===== src/rtl/video_timing_gen_if.sv =====
// Raster output bundle of video_timing_gen: blanking, sync, pixel coordinates, start-of-frame
// and RGB, all registered and mutually aligned.
interface video_timing_gen_if #(
  parameter int unsigned CW = 12
);
  logic [1:0]    vh_blank;  // {Vblank, Hblank}
  logic [2:0]    dvh_sync;  // {D_sync, Vsync, Hsync}
  logic [CW-1:0] pix_x;
  logic [CW-1:0] pix_y;
  logic          sof;
  logic [23:0]   vid_rgb;

  modport master (output vh_blank, dvh_sync, pix_x, pix_y, sof, vid_rgb);
  modport slave  (input  vh_blank, dvh_sync, pix_x, pix_y, sof, vid_rgb);
endinterface


===== src/rtl/video_timing_gen.sv =====
// Raster timing generator: hc/vc counters advanced on cen_i, decoded and registered into
// blanking/sync/coordinates/sof. Define VTG_PATTERN_EN to add an 8-bar colour pattern on vid_rgb.
module video_timing_gen #(
  parameter int unsigned H_ACTIVE = 1280,
  parameter int unsigned H_FP     = 110,
  parameter int unsigned H_SYNC   = 40,
  parameter int unsigned H_BP     = 220,
  parameter int unsigned V_ACTIVE = 720,
  parameter int unsigned V_FP     = 5,
  parameter int unsigned V_SYNC   = 5,
  parameter int unsigned V_BP     = 20,
  parameter int unsigned HS_POL   = 1,
  parameter int unsigned VS_POL   = 1,
  parameter int unsigned CW       = 12
) (
  input  logic               clk_i,
  input  logic               rst_n_i,
  input  logic               cen_i,
  video_timing_gen_if.master vid_o
);
  localparam int unsigned HTotal   = H_ACTIVE + H_FP + H_SYNC + H_BP;
  localparam int unsigned VTotal   = V_ACTIVE + V_FP + V_SYNC + V_BP;
  localparam int unsigned HSyncBeg = H_ACTIVE + H_FP;
  localparam int unsigned HSyncEnd = HSyncBeg + H_SYNC;
  localparam int unsigned VSyncBeg = V_ACTIVE + V_FP;
  localparam int unsigned VSyncEnd = VSyncBeg + V_SYNC;
  localparam logic        HsOn     = (HS_POL != 0);
  localparam logic        VsOn     = (VS_POL != 0);

  if (H_ACTIVE == 0 || H_FP == 0 || H_SYNC == 0 || H_BP == 0 ||
      V_ACTIVE == 0 || V_FP == 0 || V_SYNC == 0 || V_BP == 0 || CW == 0) begin : gen_bad_param
    $error("video_timing_gen: every timing parameter must be >= 1");
  end
  if (CW < 32) begin : gen_cw_chk
    if (HTotal >= (32'd1 << CW) || VTotal >= (32'd1 << CW)) begin : gen_bad_cw
      $error("video_timing_gen: H/V totals do not fit in CW bits");
    end
  end

  logic [CW-1:0] hc_q, hc_d, vc_q, vc_d;
  logic          h_last, v_last, hblank, vblank, de, hsync, vsync;
  logic [1:0]    vh_blank_q, vh_blank_d;
  logic [2:0]    dvh_sync_q, dvh_sync_d;
  logic [CW-1:0] pix_x_q, pix_y_q;
  logic          sof_q, sof_d;

  always_comb begin
    h_last     = (hc_q == CW'(HTotal - 1));
    v_last     = (vc_q == CW'(VTotal - 1));
    hc_d       = h_last ? '0 : hc_q + CW'(1);
    vc_d       = vc_q;
    if (h_last) begin
      vc_d = v_last ? '0 : vc_q + CW'(1);
    end
    hblank     = (hc_q >= CW'(H_ACTIVE));
    vblank     = (vc_q >= CW'(V_ACTIVE));
    de         = !hblank && !vblank;
    hsync      = (hc_q >= CW'(HSyncBeg) && hc_q < CW'(HSyncEnd)) ? HsOn : !HsOn;
    // Vsync spans whole lines, blanking included
    vsync      = (vc_q >= CW'(VSyncBeg) && vc_q < CW'(VSyncEnd)) ? VsOn : !VsOn;
    vh_blank_d = {vblank, hblank};
    dvh_sync_d = {de, vsync, hsync};
    sof_d      = (hc_q == '0) && (vc_q == '0);
  end

  always_ff @(posedge clk_i or negedge rst_n_i) begin
    if (!rst_n_i) begin
      hc_q       <= '0;
      vc_q       <= '0;
      vh_blank_q <= 2'b11;
      dvh_sync_q <= {1'b0, !VsOn, !HsOn};
      pix_x_q    <= '0;
      pix_y_q    <= '0;
      sof_q      <= 1'b0;
    end else if (cen_i) begin
      hc_q       <= hc_d;
      vc_q       <= vc_d;
      vh_blank_q <= vh_blank_d;
      dvh_sync_q <= dvh_sync_d;
      pix_x_q    <= hc_q;
      pix_y_q    <= vc_q;
      sof_q      <= sof_d;
    end
  end

  assign vid_o.vh_blank = vh_blank_q;
  assign vid_o.dvh_sync = dvh_sync_q;
  assign vid_o.pix_x    = pix_x_q;
  assign vid_o.pix_y    = pix_y_q;
  assign vid_o.sof      = sof_q;

`ifdef VTG_PATTERN_EN
  // Narrow rasters (H_ACTIVE < 8) fall back to one pixel per bar
  localparam int unsigned BarW = (H_ACTIVE >= 8) ? (H_ACTIVE / 8) : 1;

  logic [CW-1:0] bar_div;
  logic [2:0]    bar_idx;
  logic [23:0]   bar_rgb, rgb_d, rgb_q;

  always_comb begin
    bar_div = hc_q / CW'(BarW);
    bar_idx = (bar_div > CW'(7)) ? 3'd7 : bar_div[2:0];
    unique case (bar_idx)
      3'd0:    bar_rgb = 24'hFFFFFF;
      3'd1:    bar_rgb = 24'hFFFF00;
      3'd2:    bar_rgb = 24'h00FFFF;
      3'd3:    bar_rgb = 24'h00FF00;
      3'd4:    bar_rgb = 24'hFF00FF;
      3'd5:    bar_rgb = 24'hFF0000;
      3'd6:    bar_rgb = 24'h0000FF;
      default: bar_rgb = 24'h000000;
    endcase
    rgb_d = de ? bar_rgb : 24'h000000;
  end

  always_ff @(posedge clk_i or negedge rst_n_i) begin
    if (!rst_n_i) begin
      rgb_q <= '0;
    end else if (cen_i) begin
      rgb_q <= rgb_d;
    end
  end

  assign vid_o.vid_rgb = rgb_q;
`else
  assign vid_o.vid_rgb = 24'h000000;
`endif
endmodule


===== src/flat_wrapper.sv =====
// flat-port wrapper written by rule: the top's interface ports become plain ports
module video_timing_gen_flat 
#(
  parameter int unsigned H_ACTIVE = 1280,
  parameter int unsigned H_FP     = 110,
  parameter int unsigned H_SYNC   = 40,
  parameter int unsigned H_BP     = 220,
  parameter int unsigned V_ACTIVE = 720,
  parameter int unsigned V_FP     = 5,
  parameter int unsigned V_SYNC   = 5,
  parameter int unsigned V_BP     = 20,
  parameter int unsigned HS_POL   = 1,
  parameter int unsigned VS_POL   = 1,
  parameter int unsigned CW       = 12
)
  (clk_i, rst_n_i, cen_i, vid_o_vh_blank, vid_o_dvh_sync, vid_o_pix_x, vid_o_pix_y, vid_o_sof, vid_o_vid_rgb);
  video_timing_gen_if #(.CW(CW)) vid_o_i ();
  input  logic clk_i;
  input  logic rst_n_i;
  input  logic cen_i;
  output wire logic [$bits(vid_o_i.vh_blank)-1:0] vid_o_vh_blank;
  output wire logic [$bits(vid_o_i.dvh_sync)-1:0] vid_o_dvh_sync;
  output wire logic [$bits(vid_o_i.pix_x)-1:0] vid_o_pix_x;
  output wire logic [$bits(vid_o_i.pix_y)-1:0] vid_o_pix_y;
  output wire logic [$bits(vid_o_i.sof)-1:0] vid_o_sof;
  output wire logic [$bits(vid_o_i.vid_rgb)-1:0] vid_o_vid_rgb;
  assign vid_o_vh_blank = vid_o_i.vh_blank;
  assign vid_o_dvh_sync = vid_o_i.dvh_sync;
  assign vid_o_pix_x = vid_o_i.pix_x;
  assign vid_o_pix_y = vid_o_i.pix_y;
  assign vid_o_sof = vid_o_i.sof;
  assign vid_o_vid_rgb = vid_o_i.vid_rgb;
  video_timing_gen #(.H_ACTIVE(H_ACTIVE), .H_FP(H_FP), .H_SYNC(H_SYNC), .H_BP(H_BP), .V_ACTIVE(V_ACTIVE), .V_FP(V_FP), .V_SYNC(V_SYNC), .V_BP(V_BP), .HS_POL(HS_POL), .VS_POL(VS_POL), .CW(CW)) u_core (.clk_i(clk_i), .rst_n_i(rst_n_i), .cen_i(cen_i), .vid_o(vid_o_i));
endmodule

===== config.mk =====
export PLATFORM = sky130hd
export DESIGN_NAME = video_timing_gen_flat
export DESIGN_NICKNAME = d
export VERILOG_FILES = /design/src/rtl/video_timing_gen_if.sv /design/src/rtl/video_timing_gen.sv /design/src/flat_wrapper.sv
export SDC_FILE = /design/constraint.sdc
export NUM_CORES = 1
export LEC_CHECK = 0
export BUFFER_PORTS_ARGS = -buffer_cell sky130_fd_sc_hd__buf_2
export CAP_MARGIN = 40
export CORE_MARGIN = 3
export CORE_UTILIZATION = 51
export CTS_BUF_LIST = sky130_fd_sc_hd__clkbuf_4 sky130_fd_sc_hd__clkbuf_8
export DETAILED_ROUTE_END_ITERATION = 6
export GPL_ROUTABILITY_DRIVEN = 0
export PLACE_DENSITY = 0.78
export SYNTH_ARGS = -nofsm -noshare
export SYNTH_HDL_FRONTEND = slang
export SYNTH_SLANG_ARGS = --single-unit

===== constraint.sdc =====
create_clock -name clk_i -period 2.25 [get_ports clk_i]
set_clock_uncertainty 0.2 [all_clocks]
set_input_delay 0.45 -clock clk_i [delete_from_list [all_inputs] [get_ports clk_i]]
set_output_delay 0.45 -clock clk_i [all_outputs]
set_load 0.02 [all_outputs]

* Yosys cells after proc, flatten, opt, wreduce, memory -nomap -nowiden
Cells that the tools add are included.
Word-level totals: output and inout bits 54, input bits 3, word-level logic and storage cells 30, register bits after elaboration 54
Cells by class: $lt $le $gt $ge 6, multiplexer cells 4, reductions and logical operators 9, equal/unequal tests 2, add/sub/neg operators 2
Operators with widths (count):
- 12-bit by 1-bit adder with 12-bit output, second input constant | 2
- 12-bit by 10-bit greater-or-equal comparator with 1-bit output, second input constant | 2
- 12-bit by 11-bit greater-or-equal comparator with 1-bit output, second input constant | 2
- 12-bit logical NOT | 2
- 12-bit 2-to-1 mux | 2
- 12-bit by 10-bit == test with 1-bit output, second input constant | 1
- 12-bit by 11-bit == test with 1-bit output, second input constant | 1
- 12-bit by 10-bit < comparator with 1-bit output, second input constant | 1
- 12-bit by 11-bit < comparator with 1-bit output, second input constant | 1
- 1-bit logical AND | 4
- 1-bit logical NOT | 2
- 1-bit 2-to-1 mux | 2
- 2-bit AND reduction | 1

* Depth between registers and ports, before layout
Gate-level depths: netlist of the first run.
word-level depth 3, mapped depth 6, mapped depth without buffers 6

* Worst setup path before layout of the first run
OpenSTA, ideal clock, no wires.
kind flip-flop to flip-flop, start register u_core.hc_q[2], end register u_core.vc_q[2], data required time 1.930 ns, buffers on the path 2, clock period less this slack 2.241 ns, slack 0.009 ns, data arrival time 1.921 ns, cell stages (with the launch flop) 7, library setup time 0.120 ns, path through dfrtp_1 > buf_6 > or3_1 > buf_2 > or4_4 > a22o_1 > a31o_1
Between the ends: cells in the longest elaborated chain, start to end 2
Ends and longest elaborated chain:
- start: declaration | RTL line video_timing_gen.sv:40 | logic [CW-1:0] hc_q, hc_d, vc_q, vc_d;
- start signal: assignment | RTL line video_timing_gen.sv:68 | hc_q <= '0;
- start signal: assignment | RTL line video_timing_gen.sv:76 | hc_q <= hc_d;
- 12-bit by 11-bit == test with 1-bit output | RTL line video_timing_gen.sv:48 | h_last = (hc_q == CW'(HTotal - 1));
- 2-bit AND reduction (no source line)
- end signal: assignment | RTL line video_timing_gen.sv:77 | vc_q <= vc_d;
- end: declaration | RTL line video_timing_gen.sv:40
Every way passes these cells. A chain may end at the register's enable or synchronous reset.

* Worst setup path after layout of the first run
start register u_core.hc_q[1], end register u_core.vc_q[2]
The elaborated chain is that of the path after synthesis.

==> results.sh, run 1 <==
export IMPL_finalHoldViolCount=0
export IMPL_post_route_period_util=0.9513
export IMPL_cts_tree="done"
export IMPL_grt_pass1_vias=2067
export IMPL_setup_viol_count_final=0
export IMPL_fin_nets=323
export IMPL_end_kind="flip-flop"
export IMPL_setup_ws_ps=109.6
export IMPL_max_freq_ghz=0.4672
export IMPL_routedWlPerCell_um=15.11
export IMPL_track_usage=0.1951
export IMPL_post_cts_buffers=0
export IMPL_area_growth_pct=12.93
export IMPL_worst_path_max_fanout=6
export IMPL_synth_edff_count=0
export IMPL_grt_max_degree=55
export IMPL_synthArstFlopShare=1.000
export IMPL_cts_resized=0
export IMPL_synth_ff_type="dfrtp_1"
export IMPL_num_vias=2117
export IMPL_clkSinkCount=54
export IMPL_start_kind="flip-flop"
export IMPL_outcome="finished, final reports clean"
export IMPL_drt_total_wl_mm=5.801
export IMPL_yosysWarnings=0
export IMPL_grt_overflow_total=0
export IMPL_period_minus_slack_ps=2140
export IMPL_htreeDepth=2
export IMPL_drive_gt1_frac=0.2707
export IMPL_dp_final_hpwl_mm=4.221
export IMPL_synthesis_area_sq_um=2805
export IMPL_peakVddDrop_mv=0.3707
export IMPL_first_iter_violations=115
export IMPL_cts_buffers=5
export IMPL_ant_nets=0
export IMPL_ys_top_cells_by_count="52 x dfrtp_1, 24 x buf_4, 22 x mux2_2"
export IMPL_port_buffers=32
export IMPL_pre_cts_ws_ps=132.9
export IMPL_yosysMostFrequentCell="dfrtp_1"
export IMPL_power_density_nw_per_um2=766.9
export IMPL_clockBufferDepth=2
export IMPL_die_x_um=80.17
export IMPL_max_cap_violations=0
export IMPL_coreArea_sq_um=5205
export IMPL_clk_pin_slew_worst_paths_ps=100
export IMPL_synth_seq_cells=54
export IMPL_maxSlewViolCount=0
export IMPL_hold_class="flip-flop to flip-flop"
export IMPL_cp_data_required_time_ps=2250
export IMPL_syn_instance_count=270
export IMPL_grt_first_pass_wirelength_mm=9.839
export IMPL_holdBufCountCts=1
export IMPL_num_antenna_cells=0
export IMPL_antenna_found_initial=0
export IMPL_synth_area_leaders="dfrtp_1 46%, mux2_2 8.8%, buf_4 6.4%, ha_1 3.1%, inv_1 2.4%"
export IMPL_rows=26
export IMPL_synth_top_area_share=0.4639
export IMPL_synth_top_cell_by_area="dfrtp_1"
export IMPL_die_area_sq_um=6426
export IMPL_dr_pass1_iters=4
export IMPL_io_pins=57
export IMPL_fin_setup_tns_ps=0
export IMPL_start_util=0.5389
export IMPL_post_route_util=0.6087
export IMPL_fillers=455
export IMPL_die_y_um=80.17
export IMPL_via_per_inst=5.513
export IMPL_rsz0062_at_grt="no"
export IMPL_synth_avg_cell_area_sq_um=10.39
export IMPL_root_buffer="clkbuf_8"
export IMPL_worstSkewPairLatency_ps=300
export IMPL_p_leak_nw=1.498
export IMPL_worstSetupPathType="flip-flop to flip-flop"
export IMPL_ys_seq_area_frac=0.4826
export IMPL_cp_arrival_ps=2150
export IMPL_remaining_drc_errors=0
export IMPL_ys_types=51
## stage by stage
step	hold WS (ps)	power, mW	cells	instance area (sq um)
after floorplan	-45.59	1.621	293	2892
after global placement	267.4	1.770	375	3044
after detailed placement	265.8	1.794	375	3044
after CTS	314.6	2.448	384	3168
after global routing	327.3	2.563	384	3168
final	306.9	2.430	384	3168
## registers in the layout (all words and copies together) (netlist names)
name / cells
u_core.vid_o.vh_blank: 2
u_core.vid_o.sof: 1
u_core.hc_q: 12
u_core.vc_q: 12
u_core.vid_o.pix_y: 12
u_core.vid_o.dvh_sync: 3
u_core.vid_o.pix_x: 12
## worst paths after layout
path | startpoint | cells past startpoint | slack, ps | endpoint
setup reg to reg | u_core.hc_q[1] | 6 | 110 | u_core.vc_q[2]
min in group asynchronous | rst_n_i | 3 | 470 | u_core.vid_o.pix_x[6]
max in group asynchronous | rst_n_i | 3 | 1100 | u_core.vid_o.vh_blank[1]
hold reg to reg | u_core.vid_o.pix_y[6] | 1 | 310 | u_core.vid_o.pix_y[6]
hold / removal | u_core.vid_o.pix_y[6] | 1 | 310 | u_core.vid_o.pix_y[6]
setup / recovery | u_core.hc_q[1] | 6 | 110 | u_core.vc_q[2]
## per-layer routing
metal	GRT usage	part of all wire	vias up
met5	0	0	-
met4	0.06081	0.018	0
met3	0.04036	0.057	10
met2	0.3286	0.52	71
met1	0.2513	0.41	1046
li1	-	-	990
## cells in the final DEF, fill, tap and decap left out, types with 5 or more instances in the layout
master / instances
buf_4: 17
o21ai_0: 9
nand3_1: 12
nand2_1: 16
nand4_1: 8
dfrtp_1: 52
a31oi_1: 8
buf_2: 32
conb_1: 24
clkbuf_8: 5
mux2_2: 22
nor2_1: 12
inv_1: 18
nor4_1: 7
ha_1: 7
xnor2_1: 7
## cell type report
| type | count | area, sq um | area share |
|---|---|---|---|
| clock inverter | 2 | 37.54 | 0.01185 |
| multi-input combinational | 183 | 1227 | 0.3874 |
| tap | 70 | 87.58 | 0.02765 |
| timing repair buffer | 51 | 317.8 | 0.1003 |
| clock buffer | 6 | 76.32 | 0.02409 |
| inverter | 18 | 67.56 | 0.02133 |
| sequential | 54 | 1354 | 0.4273 |
## cell families (layout without fill, tap and decap cells)
| kind of cell | after synthesis | in the layout | share of synthesized area |
|---|---|---|---|
| DFF | 54 | 54 | 0.4826 |
| AOI/OAI and AO/OA | 39 | 39 | 0.09233 |
| other | 1 | 24 | 0.001337 |
| muxes | 24 | 24 | 0.09545 |
| adders and majority gates | 7 | 7 | 0.03122 |
| xor gates and xnor gates | 9 | 9 | 0.02810 |
| and+or+nand+nor | 80 | 80 | 0.1583 |
| buffers and inverters | 56 | 77 | 0.1106 |
## worst max-delay path: stages (launching register included)
cell	delay (ps)
dfrtp_1	440
inv_1	140
ha_1	160
nand3b_1	120
or4_4	550
a22o_1	260
a31o_1	180
## power by group
| part | total [mW] | leakage [nW] | switching (mW) | internal (mW) |
|---|---|---|---|---|
| logic | 0.603 | 0.788 | 0.368 | 0.235 |
| clock network | 0.650 | 0.0548 | 0.306 | 0.344 |
| registers | 1.18 | 0.655 | 0.0952 | 1.08 |
Power figures use the tool's default switching activity.
==> run 2, diff against run 1 <==
--- a/config.mk
+++ b/config.mk
@@ -8,11 +8,12 @@
 export BUFFER_PORTS_ARGS = -buffer_cell sky130_fd_sc_hd__buf_2
 export CAP_MARGIN = 40
 export CORE_MARGIN = 3
-export CORE_UTILIZATION = 51
+export CORE_UTILIZATION = 59
 export CTS_BUF_LIST = sky130_fd_sc_hd__clkbuf_4 sky130_fd_sc_hd__clkbuf_8
 export DETAILED_ROUTE_END_ITERATION = 6
 export GPL_ROUTABILITY_DRIVEN = 0
-export PLACE_DENSITY = 0.78
+export PLACE_DENSITY = 0.85
 export SYNTH_ARGS = -nofsm -noshare
 export SYNTH_HDL_FRONTEND = slang
 export SYNTH_SLANG_ARGS = --single-unit
+export TNS_END_PERCENT = 5
==> constraint.sdc (replaced) <==
create_clock -name clk_i -period 2.72 [get_ports clk_i]
set_clock_uncertainty 0.2 [all_clocks]
set_input_delay 0.544 -clock clk_i [delete_from_list [all_inputs] [get_ports clk_i]]
set_output_delay 0.544 -clock clk_i [all_outputs]
set_load 0.02 [all_outputs]
==> results.sh, run 2 (synthesized netlist as in run 1, its figures left out) <==
export IMPL_outcome="finished, final reports clean"
export IMPL_worstSetupPathType="flip-flop to flip-flop"
export IMPL_die_x_um=74.96
export IMPL_peakVddDrop_mv=0.3773
export IMPL_clock_power_share=0.246
export IMPL_grt_first_pass_wirelength_mm=9.246
export IMPL_fin_nets=309
export IMPL_hold_class="primary input to asynchronous set/reset pin"
export IMPL_antenna_found_initial=0
export IMPL_via_per_inst=5.844
export IMPL_ant_nets=0
export IMPL_setup_ws_ps=407.0
export IMPL_finalHoldViolCount=0
export IMPL_rsz0062_at_grt="no"
export IMPL_start_kind="flip-flop"
export IMPL_max_freq_ghz=0.4323
export IMPL_drt_total_wl_mm=5.640
export IMPL_fin_setup_tns_ps=0
export IMPL_dp_cells=344
export IMPL_power_density_nw_per_um2=620.1
export IMPL_remaining_drc_errors=0
export IMPL_root_buffer="clkbuf_8"
export IMPL_max_cap_violations=0
export IMPL_num_antenna_cells=0
export IMPL_cts_resized=0
export IMPL_max_slew_worst_pin_slew_ps=650.9
export IMPL_dp_final_hpwl_mm=4.094
export IMPL_hold_slack_ps=56.46
export IMPL_port_buffers=32
export IMPL_maxSlewViolCount=0
export IMPL_slew_headroom=0.5661
export IMPL_switchingPower_mw=0.6090
export IMPL_grt_max_degree=29
export IMPL_die_area_sq_um=5618
export IMPL_dr_pass1_iters=4
export IMPL_htreeDepth=2
export IMPL_cp_arrival_ps=2280
export IMPL_fillers=337
export IMPL_end_kind="flip-flop"
export IMPL_routedWlPerCell_um=16.02
export IMPL_grt_pass1_vias=1919
export IMPL_first_iter_violations=178
export IMPL_p_comb_frac=0.212
export IMPL_cts_buffers=5
export IMPL_holdBufCountCts=0
export IMPL_cp_data_required_time_ps=2680
export IMPL_rows=24
export IMPL_netSwitchingFraction=0.3253
export IMPL_num_vias=2057
export IMPL_start_util=0.6270
export IMPL_coreArea_sq_um=4474
export IMPL_final_cell_mix="52 x dfrtp_1, 32 x buf_2, 24 x conb_1, 22 x mux2_2, 18 x inv_1"
export IMPL_post_route_util=0.6748
export IMPL_io_pins=57
export IMPL_die_y_um=74.96
export IMPL_track_usage=0.2162
export IMPL_seqPwrFrac=0.542
export IMPL_cts_tree="done"
export IMPL_grt_overflow_total=0
export IMPL_regToRegStartpoint="u_core.hc_q[2]"
export IMPL_clockBufferDepth=2
export IMPL_cp_startpoint="u_core.hc_q[2]"
export IMPL_worstSkewPairLatency_ps=310
export IMPL_worst_path_max_fanout=9
export IMPL_final_common_cell="dfrtp_1"
export IMPL_clkSinkCount=54
export IMPL_p_leak_nw=1.427
export IMPL_drive_gt1_frac=0.2400
export IMPL_setup_viol_count_final=0
export IMPL_clk_pin_slew_worst_paths_ps=90
export IMPL_area_growth_pct=7.627
export IMPL_post_cts_buffers=0
export IMPL_period_minus_slack_ps=2313
export IMPL_pre_cts_ws_ps=443.1
export IMPL_instances_no_fill=352
export IMPL_post_route_period_util=0.8504
export IMPL_p_int_mw=1.263
==> run 2: cell count changes in the layout (fill, tap and decap cells not counted) <==
cell / change
dlygate4sd3_1: -1
clkinvlp_4: -1
buf_4: -13
bufinv_16: -1
clkbuf_8: +1
clkinv_2: +1
==> run 2: final timing paths <==
check                      slack (ps)                      to  depth (start not counted)
setup / recovery                  410          u_core.vc_q[6]                          4
hold / removal                     60   u_core.vid_o.pix_x[0]                          1
hold reg to reg                   310  u_core.vid_o.pix_x[10]                          1
min in group clk_i                310  u_core.vid_o.pix_x[10]                          1
setup reg to reg                  410          u_core.vc_q[6]                          4
max in group asynchronous        1700   u_core.vid_o.pix_y[4]                          2
==> run 2: stage by stage <==
stage	power (mW)	instance area (sq um)
after floorplan	1.341	2892
after global placement	1.411	2924
after detailed placement	1.427	2924
after CTS	1.883	3019
after global routing	1.980	3019
final	1.872	3019
==> run 2: power groups by stage <==
stage / clock [mW] / sequential [mW] / combinational (mW)
final: 0.460 / 1.02 / 0.397
after global routing: 0.505 / 1.04 / 0.439
after CTS: 0.470 / 1.02 / 0.399
after detailed placement: 0 / 1.03 / 0.396
after global placement: 0 / 1.02 / 0.387
after floorplan: 0 / 1.02 / 0.322
==> run 2: critical path, stage by stage (launching register included) <==
cell and delay, ps:
dfrtp_1 470, or3_1 490, nor4_1 390, nor2b_1 470, a31oi_1 160
==> run 2: final cells by class <==
cell class	instances	area [sq um]	area share
Sequential cell	54	1354	0.4484
Multi-Input combinational cell	183	1227	0.4065
Timing Repair Buffer	37	210.2	0.06962
Clock buffer	7	90.09	0.02984
Inverter	18	67.56	0.02238
Tap cell	52	65.06	0.02155
Clock inverter	1	5.005	0.001658
==> run 2: routing by layer <==
metal / global-route usage / up-vias / wire length (um)
met2: 0.3540 / 79 / 2881
met4: 0.06719 / 0 / 38
met3: 0.04139 / 4 / 359
met5: 0 / - / 0
met1: 0.2915 / 1012 / 2361
li1: - / 962 / -
==> run 3, diff against run 2 <==
--- a/config.mk
+++ b/config.mk
@@ -7,12 +7,14 @@
 export LEC_CHECK = 0
 export BUFFER_PORTS_ARGS = -buffer_cell sky130_fd_sc_hd__buf_2
 export CAP_MARGIN = 40
+export CELL_PAD_IN_SITES_DETAIL_PLACEMENT = 1
+export CELL_PAD_IN_SITES_GLOBAL_PLACEMENT = 1
 export CORE_MARGIN = 3
-export CORE_UTILIZATION = 59
+export CORE_UTILIZATION = 47
 export CTS_BUF_LIST = sky130_fd_sc_hd__clkbuf_4 sky130_fd_sc_hd__clkbuf_8
 export DETAILED_ROUTE_END_ITERATION = 6
 export GPL_ROUTABILITY_DRIVEN = 0
-export PLACE_DENSITY = 0.85
+export PLACE_DENSITY_LB_ADDON = 0.1
 export SYNTH_ARGS = -nofsm -noshare
 export SYNTH_HDL_FRONTEND = slang
 export SYNTH_SLANG_ARGS = --single-unit
==> results.sh, run 3 (synthesized netlist as in run 1, its figures left out) <==
export IMPL_outcome="finished, final reports clean"
export IMPL_crit_buf_inv=0
export IMPL_worstSetupPathType="flip-flop to flip-flop"
export IMPL_ant_nets=0
export IMPL_rsz0062_at_grt="no"
export IMPL_htreeDepth=2
export IMPL_cts_resized=0
export IMPL_reg2reg_depth=4
export IMPL_fin_nets=312
export IMPL_antenna_found_initial=0
export IMPL_clockBufferDepth=2
export IMPL_cp_data_required_time_ps=2720
export IMPL_placed_cell_area_sq_um=2972
export IMPL_dp_cells=367
export IMPL_cp_depth=4
export IMPL_first_iter_violations=134
export IMPL_total_power_mw=1.859
export IMPL_max_freq_ghz=0.4325
export IMPL_dp_final_hpwl_mm=4.677
export IMPL_io_pins=57
export IMPL_clk_pin_slew_worst_paths_ps=90
export IMPL_finalHoldViolCount=0
export IMPL_max_cap_violations=0
export IMPL_post_cts_buffers=0
export IMPL_cts_buffers=5
export IMPL_root_buffer="clkbuf_8"
export IMPL_holdBufCountCts=0
export IMPL_hold_slack_ps=53.95
export IMPL_r2r_slack_ps=410
export IMPL_max_slew_worst_pin_slew_ps=636.6
export IMPL_r2r_end="u_core.vc_q[2]"
export IMPL_grt_max_degree=29
export IMPL_cp_endpoint="u_core.vc_q[2]"
export IMPL_rows=27
export IMPL_start_kind="flip-flop"
export IMPL_cts_tree="done"
export IMPL_track_usage=0.1917
export IMPL_final_common_cell="dfrtp_1"
export IMPL_post_route_period_util=0.8500
export IMPL_routedWlPerCell_um=16.80
export IMPL_fin_setup_tns_ps=0
export IMPL_clkSinkCount=54
export IMPL_pre_cts_ws_ps=425.1
export IMPL_drive_gt1_frac=0.2450
export IMPL_grt_pass1_vias=2113
export IMPL_setup_ws_ps=408.1
export IMPL_setup_viol_count_final=0
export IMPL_dr_pass1_iters=4
export IMPL_via_per_inst=5.401
export IMPL_end_kind="flip-flop"
export IMPL_maxSlewViolCount=0
export IMPL_final_cell_mix="52 x dfrtp_1, 32 x buf_2, 24 x conb_1, 22 x mux2_2, 18 x inv_1"
export IMPL_die_y_um=83.26
export IMPL_die_area_sq_um=6931
export IMPL_instances_no_fill=374
export IMPL_period_minus_slack_ps=2312
export IMPL_grt_overflow_total=0
export IMPL_remaining_drc_errors=0
export IMPL_fillers=655
export IMPL_drt_total_wl_mm=6.283
export IMPL_worst_path_max_fanout=9
export IMPL_cp_arrival_ps=2310
export IMPL_critPathMaxStageDelay_ps=610
export IMPL_cp_cell_sequence="or3_1 -> or4_4 -> a22o_1 -> a31o_1"
export IMPL_power_density_nw_per_um2=608.5
export IMPL_grt_first_pass_wirelength_mm=10.82
export IMPL_num_vias=2020
export IMPL_port_buffers=32
export IMPL_cp_startpoint="u_core.hc_q[2]"
export IMPL_coreArea_sq_um=5642
export IMPL_post_route_util=0.5416
export IMPL_cp_top_family="simple AND/OR/NAND/NOR gates"
export IMPL_num_antenna_cells=0
export IMPL_die_x_um=83.26
export IMPL_regToRegStartpoint="u_core.hc_q[2]"
export IMPL_worstSkewPairLatency_ps=300
export IMPL_peakVddDrop_mv=0.2917
export IMPL_area_growth_pct=8.921
export IMPL_p_leak_nw=1.436
export IMPL_stdcell_area_sq_um=3055
export IMPL_slowest_stage="or4_4"
export IMPL_start_util=0.4972
export IMPL_hold_class="primary input to asynchronous set/reset pin"
export IMPL_slew_headroom=0.5756
run 3: routing by layer:
layer | global-route usage | vias up | part of all wire
li1 | - | 966 | -
met1 | 0.2565 | 1010 | 0.46
met2 | 0.3185 | 36 | 0.50
met3 | 0.03472 | 8 | 0.035
met4 | 0.05498 | 0 | 0.013
met5 | 0 | - | 0
run 3: layout make-up:
| class | count | area [sq um] | share of cell area |
|---|---|---|---|
| timing repair buffer | 40 | 232.7 | 0.07617 |
| clock buffer | 7 | 83.83 | 0.02744 |
| sequential | 54 | 1354 | 0.4431 |
| multi-input combinational | 183 | 1227 | 0.4017 |
| tap | 72 | 90.09 | 0.02948 |
| inverter | 18 | 67.56 | 0.02211 |
run 3: worst min-delay path by stage:
stage	startpoint	to	cells after the start
global route	rst_n_i	u_core.vid_o.pix_y[5]	1
detailed placement	u_core.vid_o.vh_blank[1]	u_core.vid_o.vh_blank[1]	2
global placement	u_core.vid_o.vh_blank[1]	u_core.vid_o.vh_blank[1]	2
finish	rst_n_i	u_core.vid_o.pix_y[5]	1
CTS	rst_n_i	u_core.vc_q[3]	1
floorplan	rst_n_i	u_core.hc_q[0]	0
run 3: power by group:
part / internal [mW] / switching, mW
sequential: 0.894 / 0.125
combinational: 0.154 / 0.250
clock: 0.198 / 0.239
total: 1.25 / 0.614
